<file path="config.mk">
export PLATFORM = sky130hd
export DESIGN_NAME = instr_encoder_flat
export DESIGN_NICKNAME = d
export VERILOG_FILES = /design/src/rtl/instr_encoder_if.sv /design/src/rtl/instr_encoder.sv /design/src/flat_wrapper.sv
export SDC_FILE = /design/constraint.sdc
export NUM_CORES = 1
export LEC_CHECK = 0
export BUFFER_PORTS_ARGS = -buffer_cell sky130_fd_sc_hd__buf_2
export CORE_ASPECT_RATIO = 1.5
export CORE_UTILIZATION = 55
export DETAILED_ROUTE_END_ITERATION = 12
export HOLD_SLACK_MARGIN = 0.06
export PLACE_DENSITY_LB_ADDON = 0.3
export SKIP_CTS_REPAIR_TIMING = 1
export SLEW_MARGIN = 20
export SYNTH_ARGS = -nofsm -noshare
export SYNTH_HDL_FRONTEND = slang
export SYNTH_SLANG_ARGS = --single-unit
</file>
<file path="constraint.sdc">
create_clock -name clk -period 3.87 [get_ports clk]
set_input_delay 0.774 -clock clk [delete_from_list [all_inputs] [get_ports clk]]
set_output_delay 0.774 -clock clk [all_outputs]
set_load 0.05 [all_outputs]
</file>
<file path="src/rtl/instr_encoder_if.sv">
// -----------------------------------------------------------------------------
// instr_encoder_if
// Bundles the two streams around the instruction encoder:
//   request side  : req_valid/req_ready plus the decoded control fields
//   word side     : iw_valid/iw_ready plus iw_addr/iw_data
//   status/control: flush, prog_full, word_count, err
// Modports:
//   master : the program-generation sequencer / consumer side (drives requests,
//            flush and iw_ready; observes everything the encoder produces)
//   slave  : the encoder itself
// -----------------------------------------------------------------------------
interface instr_encoder_if #(
    parameter int ADDR_W = 8
);
    logic              req_valid;
    logic              req_ready;
    logic [3:0]        req_alu_cmd;
    logic              req_mem_read;
    logic              req_mem_write;
    logic              req_wb_en;
    logic              req_is_imm;
    logic              req_is_branch;
    logic              req_nop;
    logic [1:0]        req_br_type;
    logic [4:0]        req_dst;
    logic [4:0]        req_src1;
    logic [4:0]        req_src2;
    logic [15:0]       req_imm;
    logic              flush;
    logic              iw_valid;
    logic              iw_ready;
    logic [ADDR_W-1:0] iw_addr;
    logic [31:0]       iw_data;
    logic              prog_full;
    logic [ADDR_W:0]   word_count;
    logic              err;

    modport master (
        output req_valid, req_alu_cmd, req_mem_read, req_mem_write, req_wb_en,
               req_is_imm, req_is_branch, req_nop, req_br_type, req_dst,
               req_src1, req_src2, req_imm, flush, iw_ready,
        input  req_ready, iw_valid, iw_addr, iw_data, prog_full, word_count, err
    );

    modport slave (
        input  req_valid, req_alu_cmd, req_mem_read, req_mem_write, req_wb_en,
               req_is_imm, req_is_branch, req_nop, req_br_type, req_dst,
               req_src1, req_src2, req_imm, flush, iw_ready,
        output req_ready, iw_valid, iw_addr, iw_data, prog_full, word_count, err
    );
endinterface

</file>
<file path="src/rtl/instr_encoder.sv">
// -----------------------------------------------------------------------------
// instr_encoder
// Turns decoded control requests back into 32-bit instruction words and streams
// them, with consecutive addresses starting at BASE_ADDR, through a 2-entry
// valid/ready buffer toward the instruction-memory loader.
//
// Ports:
//   clk  : rising-edge clock
//   rst  : asynchronous active-high reset
//   bus  : instr_encoder_if.slave (request stream, word stream, flush,
//          prog_full, word_count, err)
// Parameters:
//   ADDR_W    : word address width, program capacity 2^ADDR_W words
//   BASE_ADDR : address of the first emitted word
// Build option:
//   INSTR_ENCODER_ILLEGAL_TRAP_EN defined   -> illegal requests are accepted,
//       dropped and flagged with a one-cycle err pulse (no address consumed).
//   INSTR_ENCODER_ILLEGAL_TRAP_EN undefined -> illegal requests become NOP
//       words (32'h0) that consume an address; err stays 0.
// -----------------------------------------------------------------------------
module instr_encoder #(
    parameter int ADDR_W    = 8,
    parameter int BASE_ADDR = 0
) (
    input  logic            clk,
    input  logic            rst,
    instr_encoder_if.slave  bus
);

    localparam logic [ADDR_W-1:0] LP_BASE = ADDR_W'(BASE_ADDR);

    // Returns {illegal, word}. Class priority is nop > branch > load > store >
    // imm > reg; an illegal request always yields an all-zero word.
    function automatic logic [32:0] encode_req(
        input logic [3:0]  alu,
        input logic        rd,
        input logic        wr,
        input logic        wb,
        input logic        imm_f,
        input logic        br,
        input logic        nop,
        input logic [1:0]  brt,
        input logic [4:0]  dst,
        input logic [4:0]  s1,
        input logic [4:0]  s2,
        input logic [15:0] imm
    );
        logic [5:0]  op;
        logic        bad;
        logic [31:0] word;
        op   = 6'd0;
        bad  = rd & wr;
        word = 32'h0000_0000;
        if (nop) begin
            bad  = bad | wb;
            word = 32'h0000_0000;
        end else if (br) begin
            case (brt)
                2'b01:   op = 6'd40;
                2'b10:   op = 6'd41;
                2'b00:   op = 6'd42;
                default: bad = 1'b1;
            endcase
            bad = bad | wb;
            // JMP carries only the offset; the register slots are zero
            if (brt == 2'b00) begin
                word = {op, 10'b0, imm};
            end else begin
                word = {op, s1, s2, imm};
            end
        end else if (rd) begin
            op   = 6'd36;
            bad  = bad | (alu != 4'd0) | ~wb;
            word = {op, dst, s1, imm};
        end else if (wr) begin
            op   = 6'd37;
            bad  = bad | (alu != 4'd0) | wb;
            word = {op, s2, s1, imm};
        end else if (imm_f) begin
            case (alu)
                4'd0:    op = 6'd32;
                4'd2:    op = 6'd33;
                default: bad = 1'b1;
            endcase
            bad  = bad | ~wb;
            word = {op, dst, s1, imm};
        end else begin
            case (alu)
                4'd0:    op = 6'd1;
                4'd2:    op = 6'd3;
                4'd4:    op = 6'd5;
                4'd6:    op = 6'd7;
                4'd7:    op = 6'd8;
                4'd8:    op = 6'd9;
                4'd9:    op = 6'd11;
                4'd10:   op = 6'd12;
                default: bad = 1'b1;
            endcase
            bad  = bad | ~wb;
            word = {op, dst, s1, s2, 11'b0};
        end
        if (bad) begin
            word = 32'h0000_0000;
        end else begin
            word = word;
        end
        return {bad, word};
    endfunction

    logic [ADDR_W-1:0] r_mem_addr [0:1];
    logic [31:0]       r_mem_data [0:1];
    logic              r_rd_ptr;
    logic              r_wr_ptr;
    logic [1:0]        r_occ;
    logic [ADDR_W:0]   r_word_count;
    logic              r_err;

    logic [32:0]       w_enc;
    logic              w_illegal;
    logic [31:0]       w_word;
    logic              w_full;
    logic              w_req_ready;
    logic              w_accept;
    logic              w_push;
    logic              w_pop;
    logic              w_err_next;
    logic [ADDR_W-1:0] w_addr;

    // Capacity is exactly 2^ADDR_W, so the counter MSB is the full flag
    assign w_full = r_word_count[ADDR_W];

    // Encode the request and derive handshake / buffer control
    always_comb begin
        w_enc       = encode_req(bus.req_alu_cmd, bus.req_mem_read, bus.req_mem_write,
                                 bus.req_wb_en, bus.req_is_imm, bus.req_is_branch,
                                 bus.req_nop, bus.req_br_type, bus.req_dst,
                                 bus.req_src1, bus.req_src2, bus.req_imm);
        w_illegal   = w_enc[32];
        w_word      = w_enc[31:0];
        w_req_ready = ~rst & ~bus.flush & ~w_full & (r_occ != 2'd2);
        w_accept    = bus.req_valid & w_req_ready;
`ifdef INSTR_ENCODER_ILLEGAL_TRAP_EN
        w_push      = w_accept & ~w_illegal;
        w_err_next  = w_accept & w_illegal;
`else
        // illegal requests already encode to 32'h0, so they push like any word
        w_push      = w_accept;
        w_err_next  = 1'b0;
`endif
        w_pop       = (r_occ != 2'd0) & bus.iw_ready & ~bus.flush;
        w_addr      = LP_BASE + r_word_count[ADDR_W-1:0];
    end

    // Buffer storage, pointers, occupancy, word counter and error pulse
    always_ff @(posedge clk or posedge rst) begin
        if (rst) begin
            r_mem_addr[0] <= '0;
            r_mem_addr[1] <= '0;
            r_mem_data[0] <= 32'h0000_0000;
            r_mem_data[1] <= 32'h0000_0000;
            r_rd_ptr      <= 1'b0;
            r_wr_ptr      <= 1'b0;
            r_occ         <= 2'd0;
            r_word_count  <= '0;
            r_err         <= 1'b0;
        end else if (bus.flush) begin
            r_rd_ptr      <= 1'b0;
            r_wr_ptr      <= 1'b0;
            r_occ         <= 2'd0;
            r_word_count  <= '0;
            r_err         <= 1'b0;
        end else begin
            if (w_push) begin
                r_mem_addr[r_wr_ptr] <= w_addr;
                r_mem_data[r_wr_ptr] <= w_word;
                r_wr_ptr             <= ~r_wr_ptr;
                r_word_count         <= r_word_count + {{ADDR_W{1'b0}}, 1'b1};
            end
            if (w_pop) begin
                r_rd_ptr <= ~r_rd_ptr;
            end
            case ({w_push, w_pop})
                2'b10:   r_occ <= r_occ + 2'd1;
                2'b01:   r_occ <= r_occ - 2'd1;
                default: r_occ <= r_occ;
            endcase
            r_err <= w_err_next;
        end
    end

    assign bus.req_ready  = w_req_ready;
    assign bus.iw_valid   = (r_occ != 2'd0);
    assign bus.iw_addr    = r_mem_addr[r_rd_ptr];
    assign bus.iw_data    = r_mem_data[r_rd_ptr];
    assign bus.prog_full  = w_full;
    assign bus.word_count = r_word_count;
    assign bus.err        = r_err;

endmodule

</file>
<file path="src/flat_wrapper.sv">
// flat-port wrapper written by rule: the top's interface ports become plain ports
module instr_encoder_flat 
#(
    parameter int ADDR_W    = 8,
    parameter int BASE_ADDR = 0
)
  (clk, rst, bus_req_valid, bus_req_alu_cmd, bus_req_mem_read, bus_req_mem_write, bus_req_wb_en, bus_req_is_imm, bus_req_is_branch, bus_req_nop, bus_req_br_type, bus_req_dst, bus_req_src1, bus_req_src2, bus_req_imm, bus_flush, bus_iw_ready, bus_req_ready, bus_iw_valid, bus_iw_addr, bus_iw_data, bus_prog_full, bus_word_count, bus_err);
  instr_encoder_if #(.ADDR_W(ADDR_W)) bus_i ();
  input  logic clk;
  input  logic rst;
  input wire logic [$bits(bus_i.req_valid)-1:0] bus_req_valid;
  input wire logic [$bits(bus_i.req_alu_cmd)-1:0] bus_req_alu_cmd;
  input wire logic [$bits(bus_i.req_mem_read)-1:0] bus_req_mem_read;
  input wire logic [$bits(bus_i.req_mem_write)-1:0] bus_req_mem_write;
  input wire logic [$bits(bus_i.req_wb_en)-1:0] bus_req_wb_en;
  input wire logic [$bits(bus_i.req_is_imm)-1:0] bus_req_is_imm;
  input wire logic [$bits(bus_i.req_is_branch)-1:0] bus_req_is_branch;
  input wire logic [$bits(bus_i.req_nop)-1:0] bus_req_nop;
  input wire logic [$bits(bus_i.req_br_type)-1:0] bus_req_br_type;
  input wire logic [$bits(bus_i.req_dst)-1:0] bus_req_dst;
  input wire logic [$bits(bus_i.req_src1)-1:0] bus_req_src1;
  input wire logic [$bits(bus_i.req_src2)-1:0] bus_req_src2;
  input wire logic [$bits(bus_i.req_imm)-1:0] bus_req_imm;
  input wire logic [$bits(bus_i.flush)-1:0] bus_flush;
  input wire logic [$bits(bus_i.iw_ready)-1:0] bus_iw_ready;
  output wire logic [$bits(bus_i.req_ready)-1:0] bus_req_ready;
  output wire logic [$bits(bus_i.iw_valid)-1:0] bus_iw_valid;
  output wire logic [$bits(bus_i.iw_addr)-1:0] bus_iw_addr;
  output wire logic [$bits(bus_i.iw_data)-1:0] bus_iw_data;
  output wire logic [$bits(bus_i.prog_full)-1:0] bus_prog_full;
  output wire logic [$bits(bus_i.word_count)-1:0] bus_word_count;
  output wire logic [$bits(bus_i.err)-1:0] bus_err;
  assign bus_i.req_valid = bus_req_valid;
  assign bus_i.req_alu_cmd = bus_req_alu_cmd;
  assign bus_i.req_mem_read = bus_req_mem_read;
  assign bus_i.req_mem_write = bus_req_mem_write;
  assign bus_i.req_wb_en = bus_req_wb_en;
  assign bus_i.req_is_imm = bus_req_is_imm;
  assign bus_i.req_is_branch = bus_req_is_branch;
  assign bus_i.req_nop = bus_req_nop;
  assign bus_i.req_br_type = bus_req_br_type;
  assign bus_i.req_dst = bus_req_dst;
  assign bus_i.req_src1 = bus_req_src1;
  assign bus_i.req_src2 = bus_req_src2;
  assign bus_i.req_imm = bus_req_imm;
  assign bus_i.flush = bus_flush;
  assign bus_i.iw_ready = bus_iw_ready;
  assign bus_req_ready = bus_i.req_ready;
  assign bus_iw_valid = bus_i.iw_valid;
  assign bus_iw_addr = bus_i.iw_addr;
  assign bus_iw_data = bus_i.iw_data;
  assign bus_prog_full = bus_i.prog_full;
  assign bus_word_count = bus_i.word_count;
  assign bus_err = bus_i.err;
  instr_encoder #(.ADDR_W(ADDR_W), .BASE_ADDR(BASE_ADDR)) u_core (.clk(clk), .rst(rst), .bus(bus_i));
endmodule
</file>
; ---- After elaboration in Yosys (flattened, before gate mapping)
; Index checks and enable logic that the tools add are counted.
[op_classes]
n_shift = 0
reduce_logical = 12
n_bitwise = 22
div_mod_pow = 0
order_cmp = 3
eq_ne = 12
multipliers = 0
addsub = 3
n_mux = 50
[op_table]
columns = op, n
row1 = $mux 32, 10
row2 = $bwmux 64, 1
row3 = $demux 32 s1, 1
row4 = $mux 8, 4
row5 = $pmux 4 s8, 1
row6 = $mux 26, 1
row7 = $mux 1, 24
row8 = $mux 9, 2
row9 = $pmux 6 s3, 1
row10 = $bwmux 16, 1
row11 = $eq 4x3->1 const B, 3
row12 = $eq 4x4->1 const B, 3
row13 = $pmux 6 s2, 1
row14 = $add 9x1->9 const B, 1
row15 = $demux 8 s1, 1
row16 = $reduce_or 8->1, 1
row17 = $and 1x1->1, 7
row18 = $or 1x1->1, 7
row19 = $not 1->1, 6
row20 = $reduce_bool 2->1, 3
row21 = $eq 2x1->1 const B, 2
row22 = $eq 2x2->1 const B, 2
row23 = $eq 4x2->1 const B, 1
row24 = $ge 2x2->1 const B, 2
row25 = other kinds (15), 16
[totals]
in_bits = 48
word_cells = 110
output_inout_bits = 53
latch_bits = 0
mem_bits_rw = 0
n_memories = 0
mem_bits_ro = 0
ff_bits = 93

; ---- Depth between registers and ports, before layout
[logic_depth]
ltp_word = 16
mapped_depth = 8
ltp_nobuf = 5

; ---- Worst setup path after synthesis
; Ideal clock, no wire load.
[synth_timing]
path_type = input -> output
startpoint = in bus_flush
endpoint = out bus_req_ready
slack_ps = 769
path_buffers = 0
t_arrival_ps = 2327
t_required_ps = 3096
stages = 1
path_cell_list = nor4_1
[synth_via]
elab_chain_len = 4
[synth_lines]
columns = item, line
row1 = from (decl), flat_wrapper.sv:24  ; input wire logic [$bits(bus_i.flush)-1:0] bus_flush;
row2 = $not 1->1 (no source line), --
row3 = $and 1x1->1 (3 in series), instr_encoder.sv:140  ; w_req_ready = ~rst & ~bus.flush & ~w_full & (r_occ != 2'd2);
row4 = to (decl), flat_wrapper.sv:26  ; output wire logic [$bits(bus_i.req_ready)-1:0] bus_req_ready;
; Every way passes these cells.

; ---- Worst setup path in the final report
[layout_timing]
startpoint = reg u_core.r_rd_ptr
endpoint = out bus_iw_data[28]
[layout_via]
elab_chain_len = 4
[layout_lines]
columns = item, line
row1 = from (decl), instr_encoder.sv:112  ; logic r_rd_ptr;
row2 = from (signal assigned), instr_encoder.sv:180  ; r_rd_ptr <= ~r_rd_ptr;
row3 = $not 1->2 (not written as such), instr_encoder.sv:194  ; assign bus.iw_data = r_mem_data[r_rd_ptr];
row4 = $mux 32 (not written as such) (3 in series), instr_encoder.sv:194
row5 = to (decl), flat_wrapper.sv:29  ; output wire logic [$bits(bus_i.iw_data)-1:0] bus_iw_data;
; Every way passes these cells. The select of a mux whose other input is x is not followed.

==> results.json <==
{
  "synth.most_common_cell": "nand2_1",
  "whs_path_depth": 2,
  "dp_cells": 628,
  "ant_nets": 0,
  "worst_r2r_path_depth": 5,
  "drc_errors": 0,
  "ir_drop_uv": 256,
  "slew_headroom": 0.339,
  "fin_skew_ps": 6.01,
  "ys_ff_latch": 91,
  "pin_count": 101,
  "grtUsageMet1": 0.339,
  "power_frac_clock": 0.409,
  "ys.flop_type": "dfrtp_1",
  "crit_arrival_ps": 2050,
  "grt-ovfl-total": 0,
  "grt_pass1_wl_um": 18200,
  "grt_util_met3": 0.0462,
  "maxCapViolations": 0,
  "path_clk_slew_ps": 60,
  "synth_edf_count": 0,
  "synth-warning-count": 0,
  "start_util": 0.571,
  "drive_gt1_frac": 0.323,
  "yosysTopAreaCell": "dfrtp_1",
  "async_flop_share": 1.00,
  "switching_power_mw": 0.530,
  "r2r-start": "u_core.r_occ[1]",
  "cts_buffers": 9,
  "grt_usage": 0.265,
  "layout_min_cycle_time_ps": 2820,
  "row_count": 40,
  "p_sw_frac": 0.252,
  "avgSynthCellArea_um2": 10.3,
  "power_density_nw_per_um2": 386,
  "avgRoutedWirePerCell_um": 16.8,
  "clkLatencyLatePin_ps": 330,
  "finalSetupTns_ps": 0,
  "htreeDepth": 3,
  "critPathKind": "flop to output port",
  "slew_violations": 0,
  "combPwrFrac": 0.117,
  "synth.distinct_cells": 52,
  "grt_antenna_before_repair": 0,
  "path_max_fanout": 40,
  "busiest_layer": "met2",
  "place_hpwl_um": 7560,
  "leakage_nw": 2.69,
  "worst-r2r-setup-slack_ps": 1500,
  "fin_nets": 583,
  "crit_required_ps": 3100,
  "drtPass1Iterations": 5,
  "vias_per_cell": 5.79,
  "reg2reg_to": "u_core.r_mem_data[53]",
  "globalplace.congestion": 0.887,
  "fmax_mhz": 354,
  "die_x_um": 76.9,
  "clock-root-buffer": "clkbuf_16",
  "die_y_um": 114,
  "io_buffers": 98,
  "seq_area_frac_synth": 0.492,
  "coreArea_um2": 8110,
  "synth_area_um2": 4630,
  "setup_viol_count_final": 0,
  "via_count": 3723,
  "grtUsageMet2": 0.455,
  "rsz0062_at_grt": "no",
  "sequentialPowerShare": 0.475,
  "wirelength_um": 10800,
  "instances_no_fill": 643,
  "antennaDiodeCount": 0,
  "areaGrowthSynthToFinish_pct": 17.5,
  "min_from": "u_core.r_mem_data[39]",
  "worst_setup_path_end_kind": "output port",
  "cts_buffer_depth": 2,
  "synth.top_cells.by_area": "dfrtp_1 49%, mux2_2 11%, nand2_1 8.0%",
  "worst_pin_slew_ps": 991,
  "first_iter_violations": 259,
  "synth_common_cells": "99 x nand2_1, 91 x dfrtp_1, 44 x mux2_2",
  "crit_path_start_kind": "flop",
  "intPower_mw": 1.57,
  "hold_viol_final": 0,
  "cts_tree": "built",
  "grt_max_degree": 69,
  "outcome": "finished clean",
  "grt_pass1_vias": 3720,
  "worstHoldEndpoint": "u_core.r_mem_data[39]",
  "synth_top_area_frac": 0.492,
  "finalCritPeriodShare": 0.729,
  "die-area_um2": 8800,
  "power_mw": 2.10,
  "cts_num_sinks": 91,
  "postSynthCellCount": 450,
  "hold_path.class": "flop to flop"
}
power groups by stage:
stage | Sequential [mW] | Clock (mW) | Combinational, mW
finish | 0.996 | 0.858 | 0.245
global route | 0.999 | 0.916 | 0.268
CTS | 0.996 | 0.871 | 0.246
detailed placement | 1.01 | 0 | 0.245
global placement | 1.01 | 0 | 0.239
floorplan | 1.01 | 0 | 0.176
cells in the final DEF, fill, tap and decap left out, types with 4 or more instances in the layout:
cell / n
xor2_1: 6
dfrtp_1: 90
mux2_2: 44
nand2_1: 99
clkbuf_16: 9
nor2b_1: 5
nor2_1: 15
mux2_1: 24
inv_1: 4
a21oi_1: 8
buf_2: 98
a22oi_1: 6
nand2b_1: 4
o22ai_1: 5
buf_4: 7
o31ai_2: 4
o31ai_1: 32
o21ai_1: 28
registers in the layout (all words and copies together) (netlist names):
| register | flops |
|---|---|
| u_core.r_mem_data | 62 |
| u_core.r_mem_addr | 16 |
| u_core.bus.word_count | 9 |
| u_core.r_occ | 2 |
| u_core.r_rd_ptr | 1 |
| u_core.r_wr_ptr | 1 |
cell families (layout without fill, tap and decap cells):
kind of cell,after synthesis,after routing,synth area share
AOI/OAI and AO/OA,98,98,0.146
xor gates and xnor gates,7,7,0.0132
adders and majority gates,1,1,0.00270
buffers and inverters,38,125,0.0408
DFF,91,91,0.492
muxes,69,69,0.168
other,1,2,0.000810
and+or+nand+nor,145,145,0.138
critical path: stages (launching register included):
cell	delay, ps
dfrtp_2	1010
mux2_2	460
buf_2	220
per-stage QoR:
step | utilization | setup WS, ps | instance area [um^2] | hold WS [ps]
2_1_floorplan | - | 732 | 4630 | 443
3_3_place_gp | 0.634 | 1110 | 5140 | 454
3_5_place_dp | 0.635 | 1040 | 5150 | 464
4_1_cts | 0.671 | 1060 | 5440 | 478
5_1_grt | 0.671 | 990 | 5440 | 503
6_report | 0.671 | 1050 | 5440 | 476
area by class of cell:
type | count | area (um^2)
inverters | 5 | 23.8
repair buffers | 105 | 543
multi-input cells | 322 | 2170
flip-flops and latches | 91 | 2280
clock inverters | 4 | 51.3
well taps | 105 | 131
clock buffers | 11 | 243
fillers | 646 | 2670
layer usage:
metal | up-vias | wire, um
li1 | 1763 | -
met1 | 1825 | 4520
met2 | 121 | 5540
met3 | 14 | 528
met4 | 0 | 202
met5 | - | 0
how the worst max path moves through the flow:
stage | from | end | cells after the start
3_3_place_gp | bus_flush | u_core.r_mem_data[56] | 6
5_1_grt | u_core.r_rd_ptr | bus_iw_data[28] | 2
2_1_floorplan | rst | u_core.bus.word_count[0] | 1
4_1_cts | u_core.r_rd_ptr | bus_iw_data[28] | 2
6_report | u_core.r_rd_ptr | bus_iw_data[28] | 2
3_5_place_dp | bus_flush | u_core.r_mem_data[56] | 6
(Power assumes the default switching activity.)
